**src/rtl/mant_mul_seq.sv**
```systemverilog
// ============================================================================
// Module      : mant_mul_seq
// Description : Radix-2 shift-and-add unsigned significand multiplier,
//               one ripple-carry add per cycle, full 2*WIDTH-bit product.
// Revision    : 1.0 - initial release
// ============================================================================
`default_nettype none

module mant_mul_seq #(
    parameter int WIDTH = 24
) (
    input  logic                 i_clk,
    input  logic                 i_rst,
    input  logic                 i_start,
    input  logic [WIDTH-1:0]     i_mant_a,
    input  logic [WIDTH-1:0]     i_mant_b,
    input  logic                 i_ack,
    output logic                 o_busy,
    output logic                 o_valid,
    output logic [2*WIDTH-1:0]   o_product
);

    localparam int              CNT_W  = $clog2(WIDTH) + 1;
    localparam logic [CNT_W-1:0] C_LAST = CNT_W'(WIDTH - 1);
    localparam logic [CNT_W-1:0] C_ONE  = CNT_W'(1);

    localparam logic [1:0] S_IDLE = 2'd0;
    localparam logic [1:0] S_RUN  = 2'd1;
    localparam logic [1:0] S_DONE = 2'd2;

    logic [1:0]           state_q,  state_d;
    logic [WIDTH-1:0]     mcand_q,  mcand_d;
    logic [2*WIDTH:0]     acc_q,    acc_d;
    logic [CNT_W-1:0]     cnt_q,    cnt_d;
    logic [2*WIDTH-1:0]   result_q, result_d;

    logic [WIDTH-1:0]     w_addend;
    logic [WIDTH-1:0]     w_sum;
    logic                 w_cout;
    logic [2*WIDTH-1:0]   w_shift;

    // ------------------------------------------------------------------
    // State register
    // ------------------------------------------------------------------
    always_ff @(posedge i_clk or posedge i_rst) begin
        if (i_rst) begin
            state_q <= S_IDLE;
        end else begin
            state_q <= state_d;
        end
    end

    // ------------------------------------------------------------------
    // Next-state logic
    // ------------------------------------------------------------------
    always_comb begin
        state_d = state_q;
        case (state_q)
            S_IDLE:  if (i_start)          state_d = S_RUN;
            S_RUN:   if (cnt_q == C_LAST)  state_d = S_DONE;
            S_DONE:  if (i_ack)            state_d = S_IDLE;
            default:                       state_d = S_IDLE;
        endcase
    end

    // ------------------------------------------------------------------
    // Output logic (all outputs come straight from registers)
    // ------------------------------------------------------------------
    always_comb begin
        o_busy    = (state_q == S_RUN);
        o_valid   = (state_q == S_DONE);
        o_product = result_q;
    end

    // ------------------------------------------------------------------
    // WIDTH-bit ripple-carry accumulate of the partial sum
    // ------------------------------------------------------------------
    always_comb begin
        logic c;
        w_addend = acc_q[0] ? mcand_q : '0;
        w_sum    = '0;
        c        = 1'b0;
        for (int i = 0; i < WIDTH; i++) begin
            w_sum[i] = acc_q[WIDTH+i] ^ w_addend[i] ^ c;
            c        = (acc_q[WIDTH+i] & w_addend[i]) |
                       (c & (acc_q[WIDTH+i] ^ w_addend[i]));
        end
        // Top partial-sum bit is zero after every shift; folding it in keeps the add exact.
        w_cout  = c ^ acc_q[2*WIDTH];
        w_shift = {w_cout, w_sum, acc_q[WIDTH-1:1]};
    end

    // ------------------------------------------------------------------
    // Datapath next-state
    // ------------------------------------------------------------------
    always_comb begin
        mcand_d  = mcand_q;
        acc_d    = acc_q;
        cnt_d    = cnt_q;
        result_d = result_q;
        case (state_q)
            S_IDLE: begin
                if (i_start) begin
                    mcand_d = i_mant_a;
                    acc_d   = {{(WIDTH+1){1'b0}}, i_mant_b};
                    cnt_d   = '0;
                end
            end
            S_RUN: begin
                acc_d = {1'b0, w_shift};
                cnt_d = cnt_q + C_ONE;
                if (cnt_q == C_LAST) begin
                    result_d = w_shift;
                end
            end
            default: ;
        endcase
    end

    always_ff @(posedge i_clk or posedge i_rst) begin
        if (i_rst) begin
            mcand_q  <= '0;
            acc_q    <= '0;
            cnt_q    <= '0;
            result_q <= '0;
        end else begin
            mcand_q  <= mcand_d;
            acc_q    <= acc_d;
            cnt_q    <= cnt_d;
            result_q <= result_d;
        end
    end

endmodule

`default_nettype wire

```
**config.mk**
```make
export PLATFORM = sky130hd
export DESIGN_NAME = mant_mul_seq
export DESIGN_NICKNAME = d
export VERILOG_FILES = /design/src/rtl/mant_mul_seq.sv
export SDC_FILE = /design/constraint.sdc
export NUM_CORES = 1
export LEC_CHECK = 0
export ABC_AREA = 1
export BUFFER_PORTS_ARGS = -buffer_cell sky130_fd_sc_hd__buf_2
export CAP_MARGIN = 20
export CORE_MARGIN = 2
export CORE_UTILIZATION = 49
export CTS_CLUSTER_SIZE = 40
export DETAILED_ROUTE_END_ITERATION = 10
export PLACE_DENSITY = 0.75
export SLEW_MARGIN = 10
export SYNTH_ARGS = -nofsm -noshare
export SYNTH_HDL_FRONTEND = slang
export SYNTH_SLANG_ARGS = --single-unit
```
**constraint.sdc**
```tcl
create_clock -name i_clk -period 17.85 [get_ports i_clk]
set_input_delay 1.785 -clock i_clk [delete_from_list [all_inputs] [get_ports i_clk]]
set_output_delay 1.785 -clock i_clk [all_outputs]
set_load 0.02 [all_outputs]
```
==> results of run 1 <==
==> final timing paths <==
path                                             end  slack [ns]  cells after the start
max                            acc_q[46]$_DFFE_PP0P_        7.02                     28
min                          mcand_q[11]$_DFFE_PP0P_        0.48                      2
max reg2reg                    acc_q[46]$_DFFE_PP0P_        7.02                     28
min reg2reg                  mcand_q[11]$_DFFE_PP0P_        0.48                      2
max in group asynchronous  o_product[47]$_DFFE_PP0P_       15.00                      3
min in group asynchronous  o_product[35]$_DFFE_PP0P_        1.55                      2
==> state kept, by name, summed over array words and instances (netlist names) <==
register	cells
acc_q	48
cnt_q	6
mcand_q	24
o_product	48
state_q	2
==> logic make-up (layout without fill, tap and decap cells) <==
kind of cell               after synthesis  in the layout  synth area share (%)
AOI/OAI and AO/OA                       97             97                  10.2
adders and majority gates               25             25                  8.75
buffers and inverters                   87            191                  6.75
DFF                                    128            128                  57.8
and+or+nand+nor                        237            237                  16.6
==> power by group <==
| group | internal (mW) | switching [mW] |
|---|---|---|
| sequential | 0.425 | 0.0727 |
| clock | 0.227 | 0.118 |
| combinational | 0.209 | 0.325 |
| total | 0.860 | 0.515 |
==> layer usage <==
layer	GRT usage, %	part of all wire, %	vias to the layer above
li1	-	-	2011
met1	28.4	45	1985
met2	33.2	48	132
met3	5.94	6.6	8
met4	5.80	0.77	0
met5	0	0	-
==> through the flow <==
stage               cell area [um^2]  cells  hold WS (ns)  setup slack [ns]  utilization (%)
CTS                             6690    818         0.482              7.03             61.2
finish                          6690    818         0.479              7.02             61.2
floorplan                       5550    574         0.449              7.88                -
detailed placement              6090    787         0.466              7.13             55.7
global placement                6090    787         0.464              7.34             55.7
global route                    6690    818         0.502              6.68             61.2
==> cells in the mapped netlist <==
library cell	instances	share of area [%]
nor3_1	4	0.36
nand2_1	197	13
nor2_1	29	2.0
inv_2	1	0.068
ha_1	2	0.45
clkbuf_1	14	0.95
o211ai_1	16	2.2
buf_4	1	0.14
inv_1	56	3.8
o31ai_1	2	0.27
nand3_1	4	0.36
a21oi_1	1	0.090
buf_6	4	0.81
fa_1	23	8.3
nor2_2	1	0.11
nand3_4	1	0.32
o22ai_1	27	3.0
buf_2	11	0.99
dfrtp_1	128	58
nand2_2	1	0.11
o21ai_0	21	1.9
o21ai_1	30	2.7
==> layout make-up <==
type	count	share of cell area [%]
Clock buffer	26	7.76
Clock inverter	5	1.12
Inverter	57	3.24
Multi-Input combinational cell	359	29.6
Sequential cell	128	47.9
Tap cell	140	2.62
Timing Repair Buffer	103	7.78
==> worst max-delay path: cells and delay by family, from the launching register on <==
kind            cells  cell delay [ns]
simple gates        1             0.12
buf+inv             2             0.14
flops               1             0.85
fa+ha+maj          24             9.44
compound gates      1             0.09
==> results.json, run 1 <==
{
  "outcome": "completed",
  "start_util_pct": 50.7,
  "clk_pin_slew_ns": 0.06,
  "critical_path_class": "reg2reg",
  "final_max_slew_viol_count": 0,
  "dieArea_um2": 12200,
  "seqCellArea_um2": 3200,
  "cp.required_ns": 18.08,
  "detail-route-antenna-nets": 0,
  "clk_latency_ns": 0.40,
  "start_kind": "register",
  "diodes": 0,
  "die_x_um": 110,
  "routed_via_density": 5.06,
  "core-area_um2": 10900,
  "drt_iter0_drc": 340,
  "die_h_um": 110,
  "drc_errors": 0,
  "crit_start": "acc_q[0]$_DFFE_PP0P_",
  "p_leak_nw": 3.39,
  "rows": 38,
  "min_period_over_period_pct": 60.7,
  "hold_buffers": 0,
  "routedWlPerCell_um": 14.5,
  "p_per_area_nw_per_um2": 206,
  "peakVddDrop_v": 0.000100,
  "p_total_mw": 1.38,
  "cp_max_fo": 25,
  "cts_buffers": 17,
  "rsz0062_at_grt": "false",
  "postCtsSetupBuffers": 0,
  "cts-root-buf": "clkbuf_16",
  "drive_gt1_share_pct": 20.4,
  "reg2reg_from": "acc_q[0]$_DFFE_PP0P_",
  "final_nets": 743,
  "tritoncts": "built",
  "clockBufferDepth": 2,
  "wirelength_um": 11800,
  "end_kind": "register",
  "mostFrequentLayoutCells": "196 x nand2_1, 128 x dfrtp_1, 101 x buf_2",
  "first_global_vias": 4057,
  "cts_sinks": 128,
  "hold_class": "reg2reg",
  "fmax_ghz": 0.0923,
  "fillers": 956,
  "vias": 4136,
  "area_delta_synth_final_pct": 20.6,
  "hold_start": "mcand_q[11]$_DFFE_PP0P_",
  "fin_crit_ns": 10.83,
  "gp_congestion": 0.759,
  "cts_resized": 0,
  "relSlewSlack_pct": 32.4,
  "setup_violations": 0,
  "htree_levels": 4,
  "synth_cell_types": 22,
  "critical_path_arrival_ns": 11.06,
  "drv_cap": 0,
  "grtUsageTotal_pct": 20.9,
  "yosysSeqAreaShare_pct": 57.8,
  "grt_pass1_wl_um": 19200,
  "ios": 102,
  "worst_pin_slew_ns": 1.01,
  "syn-cell-area_um2": 5550,
  "finalHoldViolations": 0,
  "cpPeakStageDelay_ns": 0.85,
  "grt_max_degree": 98,
  "crit_slowest_cell": "dfrtp_1",
  "antenna_found_initial": 0,
  "dp_hpwl_um": 7350,
  "critPathMostFrequentCell": "fa_1",
  "multiInputGateArea_um2": 1980,
  "layout_commonest_cell": "nand2_1",
  "ys_ff_latch": 128,
  "yosysWarnings": 0,
  "syn_area_per_cell_um2": 9.66,
  "port-buffer-count": 101,
  "synth_nets": 651,
  "grt-ovfl-total": 0,
  "drtPass1Iterations": 5,
  "syn_inst": 574,
  "skew_ns": 0.00821,
  "fin_setup_tns_ns": 0
}
No activity file was read; power rests on OpenSTA's default activity.
==> inputs of run 2 (changes only) <==
--- a/config.mk
+++ b/config.mk
@@ -12,7 +12,7 @@
 export CORE_UTILIZATION = 49
 export CTS_CLUSTER_SIZE = 40
 export DETAILED_ROUTE_END_ITERATION = 10
-export PLACE_DENSITY = 0.75
+export PLACE_DENSITY = 0.77
 export SLEW_MARGIN = 10
 export SYNTH_ARGS = -nofsm -noshare
 export SYNTH_HDL_FRONTEND = slang
==> constraint.sdc (replaced) <==
create_clock -name i_clk -period 8.7 [get_ports i_clk]
set_input_delay 0.87 -clock i_clk [delete_from_list [all_inputs] [get_ports i_clk]]
set_output_delay 0.87 -clock i_clk [all_outputs]
set_load 0.02 [all_outputs]
==> run 2 against run 1 <==
- the run now ends with setup timing left
- critical path depth unchanged
- flip-flop and latch count unchanged
- power up 100%
- clock skew up 0.0029 ns
- die area unchanged
- maximum frequency up 19%
- via count about the same
- clock power up 91%
- core utilization up 0.53 points
- largest power group unchanged
==> results.json, run 2 (synthesis gave the netlist of run 1 again) <==
{
  "peakVddDrop_v": 0.000183,
  "cts_sinks": 128,
  "drt_iter0_drc": 330,
  "cp_max_fo": 2,
  "dieArea_um2": 12200,
  "clk_pin_slew_ns": 0.05,
  "finalWorstSetupSlack_ns": -0.393,
  "port-buffer-count": 101,
  "dp_hpwl_um": 7560,
  "die_h_um": 110,
  "clkPwrFrac_pct": 23.3,
  "met3_length_um": 603,
  "p_seq_share_pct": 35.8,
  "vias": 4133,
  "grtUsageTotal_pct": 20.2,
  "hold_class": "reg2reg",
  "start_kind": "register",
  "mostFrequentLayoutCells": "195 x nand2_1, 128 x dfrtp_1, 101 x buf_2",
  "combPwrFrac_pct": 40.8,
  "fin_setup_tns_ns": -1.51,
  "top_layer": "met4",
  "critPathMostFrequentCell": "fa_2",
  "multiInputGateArea_um2": 2050,
  "wl_met1_um": 5180,
  "detail-route-antenna-nets": 0,
  "outcome": "finished, violations left",
  "clk_latency_ns": 0.41,
  "cpPeakStageDelay_ns": 0.50,
  "clockBufferDepth": 2,
  "drv_cap": 0,
  "skew_ns": 0.0111,
  "grt_pass1_wl_um": 18700,
  "p_int_mw": 1.76,
  "core-area_um2": 10900,
  "crit_slowest_cell": "fa_1",
  "rows": 38,
  "gp_congestion": 0.749,
  "first_global_vias": 4001,
  "route.met2.wl_um": 5480,
  "grt-ovfl-total": 0,
  "tritoncts": "built",
  "drtPass1Iterations": 4,
  "rsz0062_at_grt": "true",
  "design_area_um2": 6750,
  "cts_buffers": 17,
  "htree_levels": 4,
  "critical_path_arrival_ns": 9.33,
  "violations": "setup timing",
  "start_util_pct": 50.7,
  "fillers": 935,
  "drive_gt1_share_pct": 24.5,
  "worst_pin_slew_ns": 0.982,
  "setup_violations": 6,
  "finalHoldViolations": 0,
  "relSlewSlack_pct": 34.3,
  "p_switching_mw": 1.05,
  "hold_slack_ns": 0.478,
  "routedWlPerCell_um": 13.9,
  "p_sw_share_pct": 37.5,
  "area_delta_synth_final_pct": 21.6,
  "drc_errors": 0,
  "hold_buffers": 0,
  "layout_commonest_cell": "nand2_1",
  "grt_max_degree": 98,
  "diodes": 0,
  "critical_path_class": "reg2reg",
  "cts-root-buf": "clkbuf_16",
  "ios": 102,
  "antenna_found_initial": 0,
  "fin_crit_ns": 9.09,
  "die_x_um": 110,
  "final_nets": 748,
  "p_leak_nw": 3.39,
  "fmax_ghz": 0.110,
  "cp.required_ns": 8.94,
  "seqCellArea_um2": 3200,
  "end_kind": "register",
  "p_per_area_nw_per_um2": 417,
  "routed_via_density": 5.03,
  "min_period_over_period_pct": 105,
  "final_max_slew_viol_count": 0,
  "wirelength_um": 11400,
  "placed_area_um2": 6180
}
==> run 2: per-layer routing <==
metal  GRT usage (%)  vias to the layer above
met1            27.1                     1986
met4            7.14                        0
met5               0                        -
met2            32.2                      116
li1                -                     2015
met3            5.11                       16
==> run 2: power by group through the flow <==
stage	registers, mW	logic, mW	clock network [mW]
after floorplan	1.09	0.742	0
after global placement	1.00	1.11	0
after detailed placement	1.01	1.15	0
final	1.01	1.15	0.656
after global routing	1.04	1.31	0.698
after CTS	1.01	1.16	0.672
==> run 2: layout make-up <==
cell class | instances | share of cell area [%]
Multi-Input combinational cell | 359 | 30.4
Inverter | 57 | 3.21
Tap cell | 140 | 2.60
Clock buffer | 22 | 6.73
Timing Repair Buffer | 108 | 8.27
Sequential cell | 128 | 47.5
Clock inverter | 8 | 1.34
==> run 2: worst paths after layout <==
kind                                             endpoint  slack (ns)  cells after the start              startpoint
worst max register to register  o_product[46]$_DFFE_PP0P_       -0.39                     28    acc_q[0]$_DFFE_PP0P_
worst max-delay path            o_product[46]$_DFFE_PP0P_       -0.39                     28    acc_q[0]$_DFFE_PP0P_
max in group asynchronous       o_product[46]$_DFFE_PP0P_        6.75                      3                   i_rst
worst min register to register     mcand_q[8]$_DFFE_PP0P_        0.48                      2  mcand_q[8]$_DFFE_PP0P_
worst min-delay path               mcand_q[8]$_DFFE_PP0P_        0.48                      2  mcand_q[8]$_DFFE_PP0P_
min in group asynchronous       o_product[36]$_DFFE_PP0P_        0.54                      2                   i_rst
==> run 2: stage by stage <==
step / util (%) / worst slack (ns) / cells / power [mW]
detailed placement: 56.5 / -0.395 / 791 / 2.16
global route: 61.7 / -0.658 / 822 / 3.04
global placement: 56.5 / -0.273 / 791 / 2.11
floorplan: - / -0.179 / 574 / 1.84
finish: 61.7 / -0.393 / 822 / 2.81
CTS: 61.5 / -0.421 / 821 / 2.84
==> run 2: what timing repair did <==
action	CTS	global route
pin swaps	0	1
endpoints found under the hold margin	0	0
endpoints found under the setup margin	6	7
buffers inserted	0	1
gates cloned	0	0
gates resized for setup	0	5
==> run 2: critical path: cells and delay by family (launching register included) <==
kind / cells / cell delay (ns)
compound gates: 1 / 0.09
fa+ha+maj: 24 / 8.34
simple gates: 1 / 0.07
buf+inv: 2 / 0.10
flops: 1 / 0.34
==> inputs of run 3 (changes only) <==
--- a/config.mk
+++ b/config.mk
@@ -12,7 +12,7 @@
 export CORE_UTILIZATION = 49
 export CTS_CLUSTER_SIZE = 40
 export DETAILED_ROUTE_END_ITERATION = 10
-export PLACE_DENSITY = 0.77
+export PLACE_DENSITY = 0.75
 export SLEW_MARGIN = 10
 export SYNTH_ARGS = -nofsm -noshare
 export SYNTH_HDL_FRONTEND = slang
==> constraint.sdc (replaced) <==
create_clock -name i_clk -period 8.8 [get_ports i_clk]
set_input_delay 0.88 -clock i_clk [delete_from_list [all_inputs] [get_ports i_clk]]
set_output_delay 0.88 -clock i_clk [all_outputs]
set_load 0.02 [all_outputs]
==> run 3 against run 2 <==
- the run still ends with setup timing left
- via count is 1.7% higher
- combinational power about the same
- clock-buffer cell count is 4 higher
- sequential share of layout area fell by 0.079 points
- power decreased by 1.6%
- critical endpoint is now acc_q[46]$_DFFE_PP0P_
- clock skew is 0.0053 ns lower
- routed wire length grew 0.26%
- flip-flop and latch count did not move
- setup slack improved by 0.051 ns
- critical path depth unchanged
==> results.json, run 3 (synthesis gave the netlist of run 1 again) <==
{
  "grt-ovfl-total": 0,
  "p_int_mw": 1.72,
  "fillers": 935,
  "end_kind": "register",
  "die_h_um": 110,
  "critPathMostFrequentCell": "fa_2",
  "design_area_um2": 6760,
  "p_leak_nw": 3.40,
  "die_x_um": 110,
  "start_kind": "register",
  "cp.required_ns": 9.04,
  "ios": 102,
  "area_delta_synth_final_pct": 21.8,
  "rsz0062_at_grt": "true",
  "routedWlPerCell_um": 13.9,
  "first_global_vias": 4299,
  "core-area_um2": 10900,
  "port-buffer-count": 101,
  "peakVddDrop_v": 0.000176,
  "drive_gt1_share_pct": 24.2,
  "final_nets": 749,
  "critical_path_arrival_ns": 9.39,
  "hold_class": "reg2reg",
  "cts-root-buf": "clkbuf_16",
  "diodes": 0,
  "gp_congestion": 0.748,
  "p_total_mw": 2.77,
  "cp_max_fo": 2,
  "drc_errors": 0,
  "placed_area_um2": 6170,
  "p_per_area_nw_per_um2": 410,
  "crit_family": "adder cells",
  "cts_buffers": 17,
  "fmax_ghz": 0.109,
  "hold_buffers": 0,
  "tritoncts": "built",
  "clockBufferDepth": 2,
  "p_seq_share_pct": 35.8,
  "skew_ns": 0.00587,
  "layout_commonest_cell": "nand2_1",
  "p_switching_mw": 1.04,
  "start_util_pct": 50.7,
  "clkPwrFrac_pct": 23.0,
  "clk_pin_slew_ns": 0.05,
  "grt_pass1_wl_um": 19400,
  "setup_violations": 5,
  "drtPass1Iterations": 5,
  "cts_sinks": 128,
  "htree_levels": 4,
  "grt_max_degree": 98,
  "detail-route-antenna-nets": 0,
  "drv_cap": 0,
  "mostFrequentLayoutCells": "196 x nand2_1, 128 x dfrtp_1, 101 x buf_2",
  "clk_latency_ns": 0.41,
  "final_max_slew_viol_count": 0,
  "grtUsageTotal_pct": 21.1,
  "antenna_found_initial": 0,
  "p_sw_share_pct": 37.7,
  "hold_slack_ns": 0.474,
  "routed_via_density": 5.09,
  "drt_iter0_drc": 245,
  "finalWorstSetupSlack_ns": -0.342,
  "critical_path_class": "reg2reg",
  "relSlewSlack_pct": 32.0,
  "violations": "setup timing",
  "crit_slowest_cell": "fa_1",
  "min_period_over_period_pct": 104,
  "final_core_util_pct": 61.8,
  "vias": 4202,
  "outcome": "finished, violations left",
  "dp_hpwl_um": 7490,
  "combPwrFrac_pct": 41.2,
  "worst_pin_slew_ns": 1.02,
  "rows": 38,
  "finalHoldViolations": 0,
  "dieArea_um2": 12200,
  "wirelength_um": 11400,
  "fin_crit_ns": 9.14,
  "crit_buf_inv": 2,
  "cpPeakStageDelay_ns": 0.50
}
run 3: tightest hold or removal path, cell delays in order (launching register included):
cell     delay (ns)
dfrtp_1        0.33
nand2_1        0.05
o21ai_0        0.05
run 3: final cells by class:
type                    instances  area (um^2)  area share [%]
well taps                     140          175            2.59
repair buffers                109          586            8.67
clock inverters                 6         57.6           0.852
inverters                      57          216            3.20
clock buffers                  26          479            7.09
flip-flops and latches        128         3200            47.4
multi-input cells             359         2040            30.2
run 3: per-stage QoR:
step / TNS [ns] / setup WS [ns] / std cells
floorplan: -0.155 / -0.0793 / 574
global placement: -0.498 / -0.178 / 790
detailed placement: -0.993 / -0.300 / 790
CTS: -1.05 / -0.324 / 822
global route: -2.29 / -0.550 / 825
finish: -1.07 / -0.342 / 825
run 3: final timing paths:
path                       cells past startpoint                         to  slack (ns)                      start
hold reg to reg                                2  o_product[40]$_DFFE_PP0P_        0.47  o_product[40]$_DFFE_PP0P_
hold / removal                                 2  o_product[40]$_DFFE_PP0P_        0.47  o_product[40]$_DFFE_PP0P_
setup / recovery                              28      acc_q[46]$_DFFE_PP0P_       -0.34       acc_q[0]$_DFFE_PP0P_
max in group asynchronous                      3  o_product[13]$_DFFE_PP0P_        6.87                      i_rst
setup reg to reg                              28      acc_q[46]$_DFFE_PP0P_       -0.34       acc_q[0]$_DFFE_PP0P_
min in group asynchronous                      2  o_product[36]$_DFFE_PP0P_        0.56                      i_rst
run 3: what timing repair did:
action                                 4_1_cts  5_1_grt
setup endpoints to repair                    6        6
pin swaps                                    1        3
gates resized for setup                      3        3
endpoints found under the hold margin        0        0
setup buffers                                0        2
run 3: power groups by stage:
stage	clock, mW	combinational, mW	sequential (mW)
after floorplan	0	0.733	1.08
after global placement	0	1.09	0.989
after detailed placement	0	1.13	1.00
after CTS	0.651	1.15	0.994
after global routing	0.680	1.31	1.03
final	0.637	1.14	0.992
run 3: per-layer routing:
layer	up-vias	GRT usage, %	share of wire (%)
met4	0	7.23	1.5
met3	18	5.70	5.1
met1	2035	26.5	44
met2	122	35.5	49
li1	2027	-	-
met5	-	0	0
